<file path="src/rtl/frogger_pkg.sv">
`default_nettype none
// +-------------------------------------------------------------------------+
// | frogger_pkg : shared scan-state encoding and playfield geometry         |
// | Revision    : 1.0                                                       |
// +-------------------------------------------------------------------------+
package frogger_pkg;

  typedef enum logic [1:0] {
    IDLE = 2'd0,
    SCAN = 2'd1,
    DONE = 2'd2
  } scan_state_t;

  localparam int BLOCK   = 32;
  localparam int LANE_Y0 = 256;
  localparam int GOAL_Y  = 32;

  function automatic int lane_top(input int lane, input int y0, input int blk);
    return y0 + lane * blk;
  endfunction

endpackage
`default_nettype wire

</file>
<file path="src/rtl/collision_scanner_rect_overlap.sv">
`default_nettype none
// +-------------------------------------------------------------------------+
// | rect_overlap : per-axis overlap of two axis-aligned rectangles          |
// | Revision     : 1.0                                                      |
// +-------------------------------------------------------------------------+
module rect_overlap #(
  parameter int COORD_W = 10
) (
  input  logic [COORD_W-1:0] ax,
  input  logic [COORD_W-1:0] ay,
  input  logic [COORD_W-1:0] aw,
  input  logic [COORD_W-1:0] ah,
  input  logic [COORD_W-1:0] bx,
  input  logic [COORD_W-1:0] by,
  input  logic [COORD_W-1:0] bw,
  input  logic [COORD_W-1:0] bh,
  output logic               x_overlap,
  output logic               y_overlap
);

  // Two guard bits so right/bottom edges near the coordinate limit never wrap.
  logic [COORD_W+1:0] a_x0, a_x1, a_y0, a_y1;
  logic [COORD_W+1:0] b_x0, b_x1, b_y0, b_y1;

  always_comb begin
    a_x0 = {2'b00, ax};
    a_y0 = {2'b00, ay};
    b_x0 = {2'b00, bx};
    b_y0 = {2'b00, by};
    a_x1 = a_x0 + {2'b00, aw};
    a_y1 = a_y0 + {2'b00, ah};
    b_x1 = b_x0 + {2'b00, bw};
    b_y1 = b_y0 + {2'b00, bh};
    x_overlap = (a_x0 < b_x1) && (a_x1 > b_x0);
    y_overlap = (a_y0 < b_y1) && (a_y1 > b_y0);
  end

endmodule
`default_nettype wire

</file>
<file path="src/rtl/collision_scanner.sv">
`default_nettype none
// +-------------------------------------------------------------------------+
// | collision_scanner : frame-synchronous frog-vs-car scan, one car/clock   |
// | Revision          : 1.0                                                 |
// +-------------------------------------------------------------------------+
module collision_scanner #(
  parameter int NUM_LANES     = 6,
  parameter int CARS_PER_LANE = 3,
  parameter int COORD_W       = 10,
  parameter int BLOCK         = frogger_pkg::BLOCK,
  parameter int LANE_Y0       = frogger_pkg::LANE_Y0,
  parameter int GOAL_Y        = frogger_pkg::GOAL_Y
) (
  input  logic                                        clk,
  input  logic                                        reset_n,
  input  logic                                        start,
  input  logic [COORD_W-1:0]                          frog_x,
  input  logic [COORD_W-1:0]                          frog_y,
  input  logic [NUM_LANES*CARS_PER_LANE*COORD_W-1:0]  car_x,
  input  logic [NUM_LANES*COORD_W-1:0]                lane_len,
  output logic                                        busy,
  output logic                                        done,
  output logic                                        hit,
  output logic [$clog2(NUM_LANES)-1:0]                hit_lane,
  output logic [$clog2(CARS_PER_LANE)-1:0]            hit_car,
  output logic                                        goal
);

  import frogger_pkg::*;

  localparam int LANE_W = $clog2(NUM_LANES);
  localparam int CAR_W  = $clog2(CARS_PER_LANE);
  localparam int NCARS  = NUM_LANES * CARS_PER_LANE;

  localparam logic [LANE_W-1:0]  LAST_LANE = LANE_W'(NUM_LANES - 1);
  localparam logic [CAR_W-1:0]   LAST_CAR  = CAR_W'(CARS_PER_LANE - 1);
  localparam logic [COORD_W-1:0] BLOCK_C   = COORD_W'(BLOCK);
  localparam logic [COORD_W+1:0] GOAL_C    = (COORD_W+2)'(GOAL_Y);

  scan_state_t                 state_q, state_d;
  logic [COORD_W-1:0]          fx_q, fx_d, fy_q, fy_d;
  logic [NCARS*COORD_W-1:0]    car_x_q, car_x_d;
  logic [NUM_LANES*COORD_W-1:0] len_q, len_d;
  logic [LANE_W-1:0]           lane_q, lane_d, hit_lane_q, hit_lane_d;
  logic [CAR_W-1:0]            car_q, car_d, hit_car_q, hit_car_d;
  logic                        hit_q, hit_d, goal_q, goal_d;

  logic [COORD_W-1:0]          cur_x, cur_len, cur_ly;
  logic                        x_ovl, y_ovl;

  always_comb begin
    cur_x   = car_x_q[(int'(lane_q) * CARS_PER_LANE + int'(car_q)) * COORD_W +: COORD_W];
    cur_len = len_q[int'(lane_q) * COORD_W +: COORD_W];
    cur_ly  = COORD_W'(lane_top(int'(lane_q), LANE_Y0, BLOCK));
  end

  rect_overlap #(
    .COORD_W (COORD_W)
  ) u_overlap (
    .ax        (fx_q),
    .ay        (fy_q),
    .aw        (BLOCK_C),
    .ah        (BLOCK_C),
    .bx        (cur_x),
    .by        (cur_ly),
    .bw        (cur_len),
    .bh        (BLOCK_C),
    .x_overlap (x_ovl),
    .y_overlap (y_ovl)
  );

  always_comb begin
    state_d    = state_q;
    fx_d       = fx_q;
    fy_d       = fy_q;
    car_x_d    = car_x_q;
    len_d      = len_q;
    lane_d     = lane_q;
    car_d      = car_q;
    hit_d      = hit_q;
    hit_lane_d = hit_lane_q;
    hit_car_d  = hit_car_q;
    goal_d     = goal_q;
    case (state_q)
      IDLE: begin
        if (start) begin
          fx_d       = frog_x;
          fy_d       = frog_y;
          car_x_d    = car_x;
          len_d      = lane_len;
          lane_d     = '0;
          car_d      = '0;
          hit_d      = 1'b0;
          hit_lane_d = '0;
          hit_car_d  = '0;
          goal_d     = ({2'b00, frog_y} < GOAL_C);
          state_d    = SCAN;
        end
      end
      SCAN: begin
        // A lane the frog cannot touch vertically costs one cycle, not one per car.
        if (!y_ovl || (!x_ovl && car_q == LAST_CAR)) begin
          car_d = '0;
          if (lane_q == LAST_LANE) begin
            state_d = DONE;
          end else begin
            lane_d = lane_q + 1'b1;
          end
        end else if (x_ovl) begin
          hit_d      = 1'b1;
          hit_lane_d = lane_q;
          hit_car_d  = car_q;
          state_d    = DONE;
        end else begin
          car_d = car_q + 1'b1;
        end
      end
      DONE: begin
        state_d = IDLE;
      end
      default: begin
        state_d = IDLE;
      end
    endcase
  end

  always_ff @(posedge clk or negedge reset_n) begin
    if (!reset_n) begin
      state_q    <= IDLE;
      fx_q       <= '0;
      fy_q       <= '0;
      car_x_q    <= '0;
      len_q      <= '0;
      lane_q     <= '0;
      car_q      <= '0;
      hit_q      <= 1'b0;
      hit_lane_q <= '0;
      hit_car_q  <= '0;
      goal_q     <= 1'b0;
    end else begin
      state_q    <= state_d;
      fx_q       <= fx_d;
      fy_q       <= fy_d;
      car_x_q    <= car_x_d;
      len_q      <= len_d;
      lane_q     <= lane_d;
      car_q      <= car_d;
      hit_q      <= hit_d;
      hit_lane_q <= hit_lane_d;
      hit_car_q  <= hit_car_d;
      goal_q     <= goal_d;
    end
  end

  always_comb begin
    busy     = (state_q == SCAN);
    done     = (state_q == DONE);
    hit      = hit_q;
    hit_lane = hit_lane_q;
    hit_car  = hit_car_q;
    goal     = goal_q;
  end

endmodule
`default_nettype wire
</file>
<file path="config.mk">
export PLATFORM = sky130hd
export DESIGN_NAME = collision_scanner
export DESIGN_NICKNAME = d
export VERILOG_FILES = /design/src/rtl/frogger_pkg.sv /design/src/rtl/collision_scanner_rect_overlap.sv /design/src/rtl/collision_scanner.sv
export SDC_FILE = /design/constraint.sdc
export NUM_CORES = 1
export LEC_CHECK = 0
export CAP_MARGIN = 25
export CORE_ASPECT_RATIO = 0.5
export CORE_MARGIN = 2
export CORE_UTILIZATION = 52
export CTS_CLUSTER_SIZE = 30
export DETAILED_ROUTE_END_ITERATION = 8
export PLACE_DENSITY = 0.77
export SKIP_LAST_GASP = 1
export SLEW_MARGIN = 5
export SYNTH_ARGS = -nofsm -noshare
export SYNTH_HDL_FRONTEND = slang
export SYNTH_SLANG_ARGS = --single-unit
export TNS_END_PERCENT = 30
</file>
<file path="constraint.sdc">
create_clock -name clk -period 7.2 [get_ports clk]
set_input_delay 1.08 -clock clk [delete_from_list [all_inputs] [get_ports clk]]
set_output_delay 1.08 -clock clk [all_outputs]
set_load 0.02 [all_outputs]
</file>
==> impl_metrics.json, run 1 <==
{
  "result_of_the_run": "completed",
  "critical_path.startpoint_type": "flop",
  "max_freq_ghz": 0.154,
  "netlist.area_leader.share": 0.505,
  "worst_r2r_endpoint": "car_q[0]",
  "power_density_nw_per_um2": 547,
  "ys_warn_count": 0,
  "via_count": 11100,
  "place.port_buffers": 271,
  "drv_cap": 0,
  "cts.path.max_buffers": 3,
  "post-cts-setup-buffer-count": 0,
  "clock_sinks": 274,
  "ctsHoldBuffers": 0,
  "pin_count_of_the_biggest_net_entering_global_routing": 270,
  "syn-num-nets": 1787,
  "cts-htree-levels": 1,
  "r2r_cells": 23,
  "fin_nets": 2016,
  "critPathKind": "flop to flop",
  "ys_async_sr_fraction": 1.00,
  "clock-root-buffer": "clkbuf_16",
  "area_growth_syn_to_layout_pct": 28.3,
  "finalMaxSlewViolations": 0,
  "synth_area_per_cell_sq_um": 9.23,
  "tightestPinTransition_ps": 1270,
  "clock_skew_ps": 14.3,
  "antenna_cells_inserted": 0,
  "synth.ff_latch_count": 274,
  "worst-r2r-setup-slack_ps": 710,
  "first_iter_violations": 1003,
  "crit_fanout": 10,
  "totalWireLength_um": 36600,
  "layout.cell_area.non_filler_sq_um": 17400,
  "synthesis.area_sq_um": 13600,
  "drt-vias-per-instance": 5.37,
  "placed_area_sq_um": 16500,
  "final.min_clock_period_ps": 6490,
  "hold_path_end": "car_x_q[22]",
  "post_synth_inst_count": 1473,
  "final.setup.tns_ps": 0,
  "synthTopCellsByArea": "dfrtp_1 50%, nand2_1 23%, mux4_2 9.9%, ha_1 4.4%, mux2i_1 2.0%",
  "min-delay-path-class": "flop to flop",
  "timing.critical_path.required_ps": 7670,
  "worstReg2RegStart": "lane_q[1]",
  "setup_violations": 0,
  "worst-endpoint-arrival_ps": 6960,
  "global_route.usage.total": 0.272,
  "start_util": 0.534,
  "synth_top_flop_cell": "dfrtp_1",
  "ant_nets": 0,
  "tritoncts": "built",
  "core_area_sq_um": 25400,
  "synth-edff-count": 0,
  "cts_resized": 0,
  "slew-limit-headroom": 0.154,
  "post_drt_wl_per_cell_um": 17.7,
  "via_count_of_the_first_global_routing_pass": 11400,
  "end_kind": "flop",
  "antenna_found_initial": 1,
  "vdd_ir_drop_max_mv": 0.381,
  "fin_crit_sh": 0.902,
  "floorplan.die_area_sq_um": 27500,
  "worst_skew_pair.late_latency_ps": 560,
  "worstHoldPathCells": 2,
  "final_hold_viol_count": 0,
  "p_leak_nw": 8.63,
  "clkSlewWorstSetupHoldPaths_ps": 70,
  "detail_route.drc_violations": 0,
  "min_from": "car_x_q[22]",
  "std_cell_rows": 41,
  "drt_pre_antenna_iters": 5,
  "tritoncts.num_buffers": 25,
  "synth.yosys.seq_area_share": 0.505,
  "share_of_final_layout_standard_cells_stronger_than_drive_strength_1": 0.0784,
  "grt_first_pass_wirelength_um": 59100,
  "synth.lib_cells_used.distinct": 53,
  "gp_congestion": 0.853,
  "rsz0062_at_grt": "false",
  "synth_area_leader_cell": "dfrtp_1",
  "die_height_um": 118,
  "globalRouteOverflowTotal": 0,
  "dp_hpwl_um": 26100,
  "ios": 272,
  "die_width_um": 233
}
placed cells by master, fill, tap and decap left out, drive strengths merged, types with 3 or more instances in the layout:
master	n
a211oi	4
a21o	5
a21oi	18
buf	10
bufinv	4
clkbuf	38
clkdlybuf4s50	270
dfrtp	274
fa	3
ha	48
inv	30
mux2i	27
mux4	60
nand2	820
nand2b	4
nand3	6
nand3b	3
nor2	8
nor2b	3
nor3	4
o21ai	28
o31ai	12
xnor2	6
xor2	7
final cells by class:
class,instances,area (sq um)
tap,344,430
clock buffer,38,744
inverter,29,109
multi-input combinational,1092,6320
fill,1962,8000
sequential,274,6860
clock inverter,8,158
timing repair buffer,280,2820
stage by stage:
step / hold slack [ps] / std cells / util / worst slack [ps] / power [mW]
after floorplan: 437 / 1473 / - / 585 / 6.57
after global placement: 452 / 2019 / 0.650 / 919 / 7.87
after detailed placement: 457 / 2019 / 0.650 / 783 / 8.05
after CTS: 473 / 2065 / 0.686 / 764 / 9.57
after global routing: 489 / 2065 / 0.686 / 176 / 10.3
final: 469 / 2065 / 0.686 / 708 / 9.55
critical path, cell delays in order (launching register included):
cell and delay [ps]:
dfrtp_1 380, inv_1 190, fa_1 450, inv_1 80, ha_2 170, inv_1 50, fa_1 410, xor2_2 510
nand3b_1 430, o31ai_1 720, ha_1 350, a21o_1 170, a21o_1 190, a21oi_1 200, o21ai_0 140, a31o_2 260
a21oi_1 170, xor2_1 90, ha_1 300, a21oi_1 90, a41o_1 200, o32a_4 430, nand3b_1 220, a22oi_1 200
where the power goes:
part           internal, mW  switching (mW)
combinational          2.40            2.98
clock                 0.862           0.603
sequential             2.26           0.449
total                  5.52            4.03
metal layers:
metal | vias up | share of wire | global-route usage
met3 | 57 | 0.055 | 0.0425
met4 | 0 | 0.022 | 0.0617
li1 | 5232 | - | -
met5 | - | 0 | 0
met2 | 315 | 0.49 | 0.449
met1 | 5491 | 0.44 | 0.383
synthesized netlist by cell type, types with 2 or more instances:
| library cell | count |
|---|---|
| buf_2 | 4 |
| clkbuf_1 | 64 |
| o21ai_0 | 26 |
| and3_1 | 2 |
| nand4_1 | 2 |
| nor2b_1 | 3 |
| a22oi_1 | 2 |
| dfrtp_1 | 274 |
| xor2_1 | 7 |
| xnor2_1 | 6 |
| a21oi_1 | 17 |
| mux4_2 | 60 |
| nor3_1 | 3 |
| a31oi_1 | 2 |
| a21o_1 | 5 |
| nor2_1 | 6 |
| buf_6 | 5 |
| nand2_1 | 820 |
| o31ai_1 | 12 |
| nand3b_1 | 3 |
| inv_1 | 21 |
| and2_1 | 2 |
| ha_1 | 48 |
| o211ai_1 | 2 |
| buf_1 | 5 |
| nand3_1 | 5 |
| inv_2 | 8 |
| nand2b_1 | 4 |
| a211oi_1 | 2 |
| mux2i_1 | 27 |
| fa_1 | 3 |
| o221ai_1 | 2 |
registers in the layout, summed over array words and instances (netlist names):
register and cells:
hit_lane 3, goal 1, car_x_q 180, fy_q 10
hit 1, hit_car 2, car_q 2, fx_q 10
len_q 60, state_q 2, lane_q 3
worst max path at each step:
stage	end	cells after the start	from
2_1_floorplan	car_q[0]	27	lane_q[0]
3_3_place_gp	car_q[0]	23	lane_q[1]
3_5_place_dp	car_q[1]	23	lane_q[1]
4_1_cts	car_q[1]	23	lane_q[1]
5_1_grt	car_q[1]	23	lane_q[1]
6_report	car_q[0]	23	lane_q[1]
logic make-up after synthesis:
| family | Yosys count | synth area share |
|---|---|---|
| buf+inv | 107 | 0.0327 |
| compound gates | 83 | 0.0420 |
| simple gates | 858 | 0.245 |
| flops | 274 | 0.505 |
| mux | 87 | 0.119 |
| xor+xnor | 13 | 0.00838 |
| fa+ha+maj | 51 | 0.0486 |
No activity file was read; power rests on OpenSTA's default activity.
==> run 2, diff against run 1 <==
--- a/config.mk
+++ b/config.mk
@@ -11,7 +11,7 @@
 export CORE_UTILIZATION = 52
 export CTS_CLUSTER_SIZE = 30
 export DETAILED_ROUTE_END_ITERATION = 8
-export PLACE_DENSITY = 0.77
+export PLACE_DENSITY_LB_ADDON = 0.08
 export SKIP_LAST_GASP = 1
 export SLEW_MARGIN = 5
 export SYNTH_ARGS = -nofsm -noshare
==> run 2 against run 1 <==
Count of clock-buffer cells in the layout is the same. Sequential share of layout area grew 0.15 points. Sequential power is essentially flat. Largest power group unchanged. Maximum frequency grew 0.52%.
==> impl_metrics.json, run 2 (synthesis gave the netlist of run 1 again) <==
{
  "fin_crit_sh": 0.897,
  "timing.critical_path.required_ps": 7660,
  "result_of_the_run": "completed",
  "crit_fanout": 10,
  "slew-limit-headroom": 0.364,
  "tritoncts.num_buffers": 25,
  "place.detailed.instances": 2019,
  "tritoncts": "built",
  "ctsHoldBuffers": 0,
  "totalWireLength_um": 36300,
  "fin_nets": 2016,
  "clkSlewWorstSetupHoldPaths_ps": 70,
  "p_leak_nw": 8.60,
  "floorplan.die_area_sq_um": 27500,
  "layout.core_utilization": 0.683,
  "seq_area_sq_um": 6860,
  "end_kind": "flop",
  "via_count_of_the_first_global_routing_pass": 11300,
  "ios": 272,
  "drt_pre_antenna_iters": 5,
  "layout.cell_area.non_filler_sq_um": 17400,
  "min-delay-path-class": "flop to flop",
  "post_drt_wl_per_cell_um": 17.6,
  "final_cell_mix": "819 x nand2_1, 274 x dfrtp_1, 270 x clkdlybuf4s50_1, 60 x mux4_2, 46 x ha_1",
  "grt_first_pass_wirelength_um": 58500,
  "post-cts-setup-buffer-count": 0,
  "cts_resized": 0,
  "gp_congestion": 0.865,
  "post_layout_nonfiller_instances": 2063,
  "power_density_nw_per_um2": 544,
  "biggestRegsByFlops": "car_x_q: 180 flops, len_q: 60 flops",
  "core_area_sq_um": 25400,
  "fill_cells": 2055,
  "drt-vias-per-instance": 5.33,
  "via_count": 11000,
  "pin_count_of_the_biggest_net_entering_global_routing": 199,
  "final_hold_viol_count": 0,
  "first_iter_violations": 868,
  "mostFrequentLayoutCell": "nand2_1",
  "worst-endpoint-arrival_ps": 6920,
  "die_width_um": 233,
  "antenna_cells_inserted": 0,
  "multi_input_comb_area_sq_um": 6320,
  "max_freq_ghz": 0.155,
  "drv_cap": 0,
  "dp_hpwl_um": 26400,
  "die_height_um": 118,
  "placed_area_sq_um": 16500,
  "std_cell_rows": 41,
  "critPathKind": "flop to flop",
  "finalMaxSlewViolations": 0,
  "globalRouteOverflowTotal": 0,
  "ant_nets": 0,
  "antenna_found_initial": 1,
  "share_of_final_layout_standard_cells_stronger_than_drive_strength_1": 0.0768,
  "detail_route.drc_violations": 0,
  "cts.path.max_buffers": 3,
  "area_growth_syn_to_layout_pct": 27.9,
  "worst_skew_pair.late_latency_ps": 550,
  "cts-htree-levels": 1,
  "rsz0062_at_grt": "false",
  "top_register": "car_x_q",
  "final.setup.tns_ps": 0,
  "largest_register_ff_count": 180,
  "clock_sinks": 274,
  "place.port_buffers": 271,
  "final.min_clock_period_ps": 6460,
  "vdd_ir_drop_max_mv": 0.379,
  "tightestPinTransition_ps": 954,
  "clock_skew_ps": 14.4,
  "global_route.usage.total": 0.270,
  "start_util": 0.534,
  "clock-root-buffer": "clkbuf_16",
  "critical_path.startpoint_type": "flop",
  "setup_violations": 0
}
-- run 2: path summary, 6_finish.rpt --
check | to | start | slack, ps | cells after the start
max | car_q[0] | lane_q[1] | 740 | 23
min | car_x_q[74] | car_x_q[74] | 470 | 2
max reg2reg | car_q[0] | lane_q[1] | 740 | 23
min reg2reg | car_x_q[74] | car_x_q[74] | 470 | 2
max in group asynchronous | car_x_q[7] | reset_n | 5260 | 2
min in group asynchronous | len_q[22] | reset_n | 550 | 1
-- run 2: stage by stage --
step | hold WS, ps | power [mW] | setup slack, ps
after floorplan | 437 | 6.57 | 585
after global placement | 452 | 7.89 | 922
after detailed placement | 457 | 8.08 | 754
after CTS | 475 | 9.49 | 726
after global routing | 495 | 10.2 | 241
final | 473 | 9.45 | 741
-- run 2: cell type report --
type / count / area share
well taps: 344 / 0.0248
multi-input cells: 1092 / 0.364
clock buffers: 38 / 0.0423
clock inverters: 6 / 0.00590
flip-flops and latches: 274 / 0.395
inverters: 29 / 0.00626
repair buffers: 280 / 0.162
-- run 2: worst max-delay path, cell delays in order, from the launching register on --
cell and delay [ps]:
dfrtp_1 380, inv_1 210, fa_1 450, inv_1 70, ha_2 170, inv_1 50
fa_1 410, xor2_2 510, nand3b_1 420, o31ai_1 690, ha_1 340, a21o_1 170
a21o_1 190, a21oi_1 190, o21ai_0 140, a31o_2 260, a21oi_1 170, xor2_1 90
ha_1 300, a21oi_1 90, a41o_1 190, o32a_4 420, nand3b_1 210, a22oi_1 220
-- run 2: power breakdown --
| part | leakage, nW | switching, mW | internal, mW |
|---|---|---|---|
| Clock | 0.410 | 0.591 | 0.781 |
| Combinational | 4.77 | 2.97 | 2.39 |
| Sequential | 3.41 | 0.452 | 2.26 |
| Total | 8.60 | 4.01 | 5.43 |
-- run 2: layer usage --
metal  part of all wire  vias to the layer above  track usage
li1                   -                     5228            -
met1               0.43                     5385        0.378
met2               0.49                      343        0.451
met3              0.059                       42       0.0437
met4              0.016                        2       0.0490
met5            0.00036                        -            0
